`src/rtl/neuron_pkg.sv`:
```
// Shared widths, frame record and FSM encoding for the neuron feeder and accumulator.
// Latency: n/a (declarations only).
// Backpressure: n/a.
package neuron_pkg;

  localparam int X_W    = 10;
  localparam int W_W    = 10;
  localparam int P_W    = X_W + W_W;
  localparam int BIAS_W = 8;
  localparam int BEATS  = 4;
  localparam int BEAT_W = $clog2(BEATS);

  localparam logic [BEAT_W-1:0] FIRST_BEAT = '0;
  localparam logic [BEAT_W-1:0] LAST_BEAT  = BEAT_W'(BEATS - 1);

  typedef enum logic {
    IDLE   = 1'b0,
    STREAM = 1'b1
  } state_e;

  // One captured operand set: all elements of x and w plus the frame bias.
  typedef struct packed {
    logic [BEATS*X_W-1:0] x;
    logic [BEATS*W_W-1:0] w;
    logic [BIAS_W-1:0]    bias;
  } frame_t;

  // Element k of a packed input vector, element 0 in the low bits.
  function automatic logic [X_W-1:0] elem_x(input logic [BEATS*X_W-1:0] v,
                                            input logic [BEAT_W-1:0] k);
    return v[k*X_W +: X_W];
  endfunction

  // Element k of a packed weight vector, element 0 in the low bits.
  function automatic logic [W_W-1:0] elem_w(input logic [BEATS*W_W-1:0] v,
                                            input logic [BEAT_W-1:0] k);
    return v[k*W_W +: W_W];
  endfunction

endpackage

```
`src/rtl/neuron_feeder_pipe_mult.sv`:
```
// Unsigned A_W x B_W multiplier with a single output register, full-width product.
// Latency: 1 cycle from operands to o_p when i_en is high.
// Backpressure: none; i_en low holds the last product.
module pipe_mult #(
  parameter int A_W = 10,
  parameter int B_W = 10
) (
  input  logic               i_clk,
  input  logic               i_rst_n,
  input  logic               i_en,
  input  logic [A_W-1:0]     i_a,
  input  logic [B_W-1:0]     i_b,
  output logic [A_W+B_W-1:0] o_p
);

  logic [A_W+B_W-1:0] w_a_ext;
  logic [A_W+B_W-1:0] w_b_ext;
  logic [A_W+B_W-1:0] r_p;

  // Zero-extend both operands so the product keeps every bit.
  assign w_a_ext = {{B_W{1'b0}}, i_a};
  assign w_b_ext = {{A_W{1'b0}}, i_b};

  // Product register; holds when not enabled.
  always_ff @(posedge i_clk or negedge i_rst_n) begin
    if (!i_rst_n) begin
      r_p <= '0;
    end else if (i_en) begin
      r_p <= w_a_ext * w_b_ext;
    end
  end

  assign o_p = r_p;

endmodule

```
`src/rtl/neuron_feeder.sv`:
```
// Accepts packed x/w/bias frames and streams the four x[k]*w[k] products as a contiguous 4-beat ready frame.
// Latency: beat 0 appears one cycle after the transfer edge; beats 1..3 follow on consecutive cycles.
// Backpressure: in_ready is low only while the one-deep pending slot is full; no downstream backpressure.
module neuron_feeder
  import neuron_pkg::*;
(
  input  logic                 clk,
  input  logic                 rst_n,
  input  logic                 in_valid,
  output logic                 in_ready,
  input  logic [BEATS*X_W-1:0] x,
  input  logic [BEATS*W_W-1:0] w,
  input  logic [BIAS_W-1:0]    bias,
  input  logic                 flush,
  output logic [P_W-1:0]       operand,
  output logic                 ready,
  output logic [BIAS_W-1:0]    B,
  output logic                 frame_done
);

  state_e            r_state;
  state_e            w_state_nxt;
  logic [BEAT_W-1:0] r_beat;
  logic [BEAT_W-1:0] w_beat_nxt;
  frame_t            r_act;
  frame_t            r_pend;
  logic              r_pend_full;
  logic              w_pend_full_nxt;
  frame_t            w_in_frame;
  logic              w_xfer;
  logic              w_issue;
  logic              w_load_act_in;
  logic              w_load_act_pend;
  logic              w_load_pend;
  logic [X_W-1:0]    w_x_k;
  logic [W_W-1:0]    w_w_k;
  logic [P_W-1:0]    w_prod;
  logic              r_ready;
  logic              r_done;
  logic [BIAS_W-1:0] r_b;

  // The pending slot is the only place a frame can wait, so acceptance depends on it alone.
  assign in_ready   = ~r_pend_full;
  assign w_xfer     = in_valid & ~r_pend_full;
  assign w_in_frame = {x, w, bias};

  // A beat is issued into the multiplier on every STREAM edge unless this edge aborts.
  assign w_issue = (r_state == STREAM) & ~flush;

  // Next state, beat counter and which register set loads on this edge.
  always_comb begin
    w_state_nxt     = r_state;
    w_beat_nxt      = r_beat;
    w_pend_full_nxt = r_pend_full;
    w_load_act_in   = 1'b0;
    w_load_act_pend = 1'b0;
    w_load_pend     = 1'b0;
    if (flush) begin
      // Abort wins over everything, including a transfer on the same edge.
      w_state_nxt     = IDLE;
      w_beat_nxt      = FIRST_BEAT;
      w_pend_full_nxt = 1'b0;
    end else begin
      case (r_state)
        IDLE: begin
          if (w_xfer) begin
            w_load_act_in = 1'b1;
            w_state_nxt   = STREAM;
            w_beat_nxt    = FIRST_BEAT;
          end
        end
        STREAM: begin
          if (r_beat == LAST_BEAT) begin
            w_beat_nxt = FIRST_BEAT;
            if (r_pend_full) begin
              // Promote the waiting frame so the next beat 0 follows without a gap.
              w_load_act_pend = 1'b1;
              w_pend_full_nxt = 1'b0;
            end else if (w_xfer) begin
              // Incoming frame bypasses the pending slot on the wrap edge.
              w_load_act_in = 1'b1;
            end else begin
              w_state_nxt = IDLE;
            end
          end else begin
            w_beat_nxt = r_beat + 1'b1;
            if (w_xfer) begin
              w_load_pend     = 1'b1;
              w_pend_full_nxt = 1'b1;
            end
          end
        end
        default: begin
          w_state_nxt = IDLE;
          w_beat_nxt  = FIRST_BEAT;
        end
      endcase
    end
  end

  // FSM state, beat counter and pending flag.
  always_ff @(posedge clk or negedge rst_n) begin
    if (!rst_n) begin
      r_state     <= IDLE;
      r_beat      <= FIRST_BEAT;
      r_pend_full <= 1'b0;
    end else begin
      r_state     <= w_state_nxt;
      r_beat      <= w_beat_nxt;
      r_pend_full <= w_pend_full_nxt;
    end
  end

  // Active and pending operand sets.
  always_ff @(posedge clk or negedge rst_n) begin
    if (!rst_n) begin
      r_act  <= '0;
      r_pend <= '0;
    end else begin
      if (w_load_act_in) begin
        r_act <= w_in_frame;
      end else if (w_load_act_pend) begin
        r_act <= r_pend;
      end
      if (w_load_pend) begin
        r_pend <= w_in_frame;
      end
    end
  end

  // Element select for the beat being issued this cycle.
  assign w_x_k = elem_x(r_act.x, r_beat);
  assign w_w_k = elem_w(r_act.w, r_beat);

  pipe_mult #(
    .A_W (X_W),
    .B_W (W_W)
  ) u_mult (
    .i_clk   (clk),
    .i_rst_n (rst_n),
    .i_en    (w_issue),
    .i_a     (w_x_k),
    .i_b     (w_w_k),
    .o_p     (w_prod)
  );

  // Beat qualifiers and bias registered alongside the product so they line up with operand.
  always_ff @(posedge clk or negedge rst_n) begin
    if (!rst_n) begin
      r_ready <= 1'b0;
      r_done  <= 1'b0;
      r_b     <= '0;
    end else begin
      r_ready <= w_issue;
      r_done  <= w_issue & (r_beat == LAST_BEAT);
      if (w_issue && (r_beat == FIRST_BEAT)) begin
        r_b <= r_act.bias;
      end
    end
  end

  assign operand    = w_prod;
  assign ready      = r_ready;
  assign frame_done = r_done;
  assign B          = r_b;

endmodule

```
`config.mk`:
```
export PLATFORM = sky130hd
export DESIGN_NAME = neuron_feeder
export DESIGN_NICKNAME = d
export VERILOG_FILES = /design/src/rtl/neuron_pkg.sv /design/src/rtl/neuron_feeder_pipe_mult.sv /design/src/rtl/neuron_feeder.sv
export SDC_FILE = /design/constraint.sdc
export NUM_CORES = 1
export LEC_CHECK = 0
export CAP_MARGIN = 20
export CORE_MARGIN = 3
export CORE_UTILIZATION = 40
export CTS_BUF_LIST = sky130_fd_sc_hd__clkbuf_4 sky130_fd_sc_hd__clkbuf_8
export CTS_CLUSTER_DIAMETER = 100
export DETAILED_ROUTE_END_ITERATION = 16
export PLACE_DENSITY = 0.61
export SYNTH_ARGS = -nofsm -noshare
export SYNTH_HDL_FRONTEND = slang
export SYNTH_SLANG_ARGS = --single-unit
```
`constraint.sdc`:
```
create_clock -name clk -period 5.65 [get_ports clk]
set_clock_uncertainty 0.2 [all_clocks]
set_input_delay 1.4125 -clock clk [delete_from_list [all_inputs] [get_ports clk]]
set_output_delay 1.4125 -clock clk [all_outputs]
set_load 0.03 [all_outputs]
```
After elaboration in Yosys (flattened, before gate mapping)
Cells that the tools add are included.
- register bits: 210
- latch bits: 0
- memory bits (writable): 0
- bits in read-only memories: 0
- bits of input ports: 92
- output and inout bits: 31
- word-level logic and storage cells: 58
- memories kept: 0
- add/sub/neg operators: 1
- multiply operators: 2
- div/mod/pow operators: 0
- magnitude comparators: 0
- equality and inequality tests: 2
- shifts and indexed selects: 2
- mux-type cells: 26
- bitwise gates (word level): 6
- reductions and logical operators: 6
- operator list (kind ; count):
    $mux W88 ; 2
    $shiftx A40 B7 Y10 ; 2
    $mul A10 B10 Y20 ; 1
    $mux W1 ; 18
    $mux W2 ; 3
    $mul A2 B3 Y5 const B ; 1
    $pmux W1 S2 ; 2
    $pmux W2 S2 ; 1
    $reduce_bool A2 Y1 ; 2
    $and A1 B1 Y1 ; 3
    $ne A3 B3 Y1 const B ; 1
    $not A1 Y1 ; 3
    $reduce_bool A3 Y1 ; 1
    $add A2 B1 Y2 const B ; 1
    $eq A2 B2 Y1 const B ; 1
    $logic_not A2 Y1 ; 1
    $reduce_and A2 Y1 ; 1
    $logic_and A1 B1 Y1 ; 1

Longest topological paths before layout
- depth in word-level cells: 8
- gate-level depth with buffers: 21
- mapped depth without buffers: 19

Modules after synthesis
Synthesis repeated with hierarchy kept, for this count alone.
- cell total of the unflattened synthesis: 1258
- area total of the unflattened synthesis: 13538.0 µm²
- by module, submodules not included (module ; times used ; cells an instance ; area an instance (µm²) ; seq. area each (µm²)):
    neuron_feeder ; 1 ; 792 ; 9328.9 ; 4754.6
    pipe_mult ; 1 ; 466 ; 4209.0 ; 500.5

Worst setup path before layout
OpenSTA, ideal clock, no wires.
- path kind: flip-flop to flip-flop
- from: register r_beat[0]
- to: register u_mult.r_p[17] (netlist: u_mult.o_p[17])
- setup time: 132 ps
- arrival time: 5500 ps
- required time: 5318 ps
- setup slack: -183 ps
- stages on the path, launching flop included: 20
- path buffers: 2
- clock period less this slack: 5833 ps
- path through: dfrtp_1 buf_2 buf_2 mux4_2 and2_1 fa_1 inv_1 fa_1 inv_1 fa_1 fa_1 inv_1 fa_1 inv_1 ha_1 nand2_1 or4_1 o21ai_0 xnor2_1 o21ai_1
- cells in the longest elaborated chain, start to end: 3
- elaborated cells on any way between the ends: 4
- those cells by class: mul (2); shift (2)
- ends and longest elaborated chain (element ; RTL line ; source):
    start: declaration ; neuron_feeder.sv:23 ; logic [BEAT_W-1:0] r_beat;
    start signal: assignment ; neuron_feeder.sv:109 ; r_beat <= w_beat_nxt;
    $mul A2 B3 Y5 (*) ; neuron_pkg.sv:31, neuron_pkg.sv:37 ;
    $shiftx A40 B7 Y10 (on tied branches) ; neuron_pkg.sv:31, neuron_pkg.sv:37 ;
    $mul A10 B10 Y20 (*) ; neuron_feeder_pipe_mult.sv:29 ; r_p <= w_a_ext * w_b_ext;
    end signal: assignment ; neuron_feeder_pipe_mult.sv:29 ;
    end: declaration ; neuron_feeder_pipe_mult.sv:18 ; logic [A_W+B_W-1:0] r_p;
Every way passes the cells marked *; elsewhere a longest branch is shown, timed or not.
A chain may end at the register's enable or synchronous reset.

Worst setup path in the final report
- from: register r_beat[0]
- to: register u_mult.r_p[19] (netlist: u_mult.o_p[19])
The elaborated chain is that of the path after synthesis.

==> qor_table.md <==
| Item | Value |
|:---|:---|
| Result of the run | complete, but fails checks |
| Violated checks | negative setup slack |
| Die ar. | 0.03293 mm2 |
| Count of buffer and inverter cells on the critical path | 7 |
| Most common library cell in the layout ignoring fill and taps | dfrtp_1 |
| Maximum number of buffers from clock root to sink | 3 |
| Final Hold Fails | 0 |
| DR DRC count | 0 |
| Largest net degree at the start of global routing | 177 |
| Worst hold path stage count | 2 |
| Commonest cells after routing, fill and taps aside | dfrtp_1 (209), nand2_1 (163), clkdlybuf4s50_1 (121) |
| Number of antenna violations at the first check in global routing | 0 |
| DR vias | 8511 |
| Vias per std cell | 5.084 |
| Transition time of the tightest slew-check pin | 981.6 ps |
| Crit path max-delay family | adder cells |
| Slew Viols, Final | 0 |
| Count of different cell masters after synthesis | 47 |
| Sequential fraction of the synthesis area | 42.67% |
| Required time of the critical path | 5900 ps |
| Area occupied by multi-input gates | 0.006795 mm2 |
| Kind of launch point of the worst setup path | flip-flop |
| Clk_lat worst skew | 550 ps |
| Endpoint of the worst register-to-register path | u_mult.o_p[19] |
| Power density normalized to cell area | 521.8 mW/mm2 |
| Global-route congestion overflow total | 0 |
| Post-route minimum period | 5714 ps |
| Final period util | 101.1% |
| Number of enable flip-flop cells after synthesis | 0 |
| Logic depth of the worst register-to-register path | 21 |
| Setup TNS Final | -64.41 ps |
| Unrepaired setup endpoints after global routing | true |
| Main area contributors after synthesis | dfrtp_1 (43%), fa_1 (10%), mux2i_1 (7.2%), mux2_2 (6.9%), ha_1 (5.8%) |
| CTS Root Buffer Type | clkbuf_8 |
| Weighted congestion reported at the end of routability-driven placement | 0.8816 |
| Area of the core | 0.02995 mm2 |
| Gate Count Post-Synth | 1084 |
| Slowest library cell on the worst path | mux4_2 |
| Top flip-flop cell by instance count after synthesis | dfrtp_1 |
| Num rows | 63 |
| Storage cell area | 0.005256 mm2 |
| Endpoint kind of the worst setup timing path | flip-flop |
| Critical path data arrival time | 5970 ps |
| Total number of H-tree levels | 2 |
| Buffers on Ports | 122 |
| Largest stage delay, worst path | 520 ps |
| Pre-Repair DR Iteration Count | 5 |
| Detailed-route wire length | 28.88 mm |
| Min-Delay Path Class | reg -> reg |
| Growth of design area from synthesis to finish | 24.77% |
| Number of nets in the synthesized netlist | 1295 |
| Residual antenna-violating net count after detailed routing | 0 |
| Slack of the worst reg-to-reg path | -60 ps |
| Effective utilization at floorplan | 41.11% |
| Core utilization of the finished layout | 51.29% |
| VDD IR max | 0.0004602 V |
| Critical Path, Cell by Cell | buf_12 > buf_16 > buf_6 > mux4_2 > nand2_2 > fa_1 > inv_1 > fa_1 > fa_1 > fa_1 > inv_1 > fa_1 > inv_2 > ha_4 > nand2_4 > o211ai_1 > o311ai_2 > a311oi_2 > buf_4 > nor3_1 > o31ai_1 |
| Clock tree from TritonCTS | done |
| Syn. warnings | 0 |
| Library cell with the largest summed area after synthesis | dfrtp_1 |
| HPWL reported at the end of detailed placement | 20.33 mm |
| CTS Hold Bufs | 0 |
| CP Max Fanout | 7 |
| Asr flop ratio synth | 100.0% |
| Count of state elements after synthesis | 210 |
| Source of the worst register-to-register timing path | r_beat[0] |
| WP depth | 21 |
| Share of layout cells above drive strength 1 | 21.04% |
| LEAKAGE | 7.384 nW |
| Dpl ws | -146.3 ps |
| Setup Crit Path Kind | reg -> reg |
| Most repeated library cell on the critical path | fa_1 |
| Vertical extent of the die | 181.5 um |
| FMAX | 0.1750 GHz |
| Number of filler instances in the final layout | 2691 |
| Routed wire per std cell | 17.25 um |
| Clock slew at the register clock pins of the worst setup and hold paths | 60 ps |
| Worst Hold End | u_mult.o_p[8] |
| Total GRT Usage | 17.37% |
| Number of buffers created by CTS | 38 |
| DIE WIDTH | 181.5 um |
| Final critical-path setup slack | -64.41 ps |
| Vias in the first global route | 8689 |
| Top cell type's share of synthesized area | 42.67% |
| Number of cells in the finished layout apart from fillers | 1674 |
| Netlist area before placement | 0.01231 mm2 |
| Initial DRC count | 556 |
| First-pass GRT wire length | 46.84 mm |
| Max-cap viol count | 0 |
| Worst min-delay path startpoint | u_mult.o_p[8] |
| Post-Synthesis Mean Instance Area | 11.36 um2 |
| Max_slew headroom | 34.56% |
| Number of placed instances with taps included | 1600 |
| Ports placed on the boundary | 123 |
| Post-layout net count | 1472 |
| Final setup violation count | 1 |
| Clk sink count | 210 |
[layer usage]
layer | track usage [%] | vias up | routed length [um]
li1 | - | 4055 | -
met1 | 24.39 | 4230 | 13650
met2 | 27.31 | 173 | 13150
met3 | 3.706 | 53 | 1362
met4 | 5.058 | 0 | 717
met5 | 0 | - | 0
[cells in the mapped netlist, drive strengths merged, types with 2 or more instances]
cell type and count:
xnor2 10, o211ai 2, a31oi 3, nor3 6
o31ai 3, nand2 169, a21o 4, a211oi 5
nand3 8, and2 61, o21a 3, mux2 96
inv 72, buf 34, a21oi 17, clkbuf 13
mux2i 88, and3 3, o21ai 115, nor2 8
fa 62, xor2 3, o2111ai 2, dfrtp 210
mux4 20, ha 57
[sequential cells by signal, summed over array words and instances, names as in the netlist, 2 cells and up]
signal,count
r_beat,2
r_act,88
B,8
u_mult.o_p,20
r_pend,88
[worst max path at each step]
stage,endpoint,startpoint
floorplan,u_mult.o_p[19],r_beat[0]
global placement,u_mult.o_p[19],r_beat[0]
detailed placement,u_mult.o_p[19],r_beat[0]
CTS,u_mult.o_p[19],r_beat[0]
global route,u_mult.o_p[19],r_beat[0]
finish,u_mult.o_p[19],r_beat[0]
[what timing repair did]
| action | 4_1_cts | 5_1_grt |
|---|---|---|
| pin swaps | 29 | 13 |
| buffers inserted | 9 | 1 |
| cloned | 1 | 0 |
| setup endpoints to repair | 6 | 10 |
| resized for setup | 36 | 20 |
[final cells by class]
type	instances	share of cell area [%]
multi-input cells	755	44.23
flip-flops and latches	210	34.21
repair buffers	184	11.78
clock buffers	57	4.536
well taps	390	3.176
inverters	72	1.759
clock inverters	5	0.2932
diodes	1	0.01629
[through the flow]
step / area, um2 / total power [W] / hold WS [ps]
finish: 15360 / 0.008018 / 264.4
global route: 15360 / 0.008657 / 288.3
CTS: 15270 / 0.007784 / 269.5
detailed placement: 14250 / 0.005796 / 257.3
global placement: 14250 / 0.005766 / 250.2
floorplan: 12330 / 0.004527 / 257.4
[worst min-delay path, stage by stage, from the launching register on]
cell,delay [ps]
dfrtp_1,340
nand2_1,50
nand2_1,50
[power breakdown]
part / switching [W] / internal (W) / leakage, nW
Clock: 0.000629 / 0.000789 / 0.390
Sequential: 0.000239 / 0.00190 / 2.58
Combinational: 0.00232 / 0.00214 / 4.41
[kinds of logic after synthesis]
| logic type | share of synthesized area, % |
|---|---|
| muxes | 19.59 |
| and+or+nand+nor | 9.673 |
| adders and majority gates | 15.87 |
| DFF | 42.67 |
| buffers and inverters | 4.186 |
| AOI/OAI and AO/OA | 7.082 |
| xor gates and xnor gates | 0.9246 |
Power figures use the tool's default switching activity.
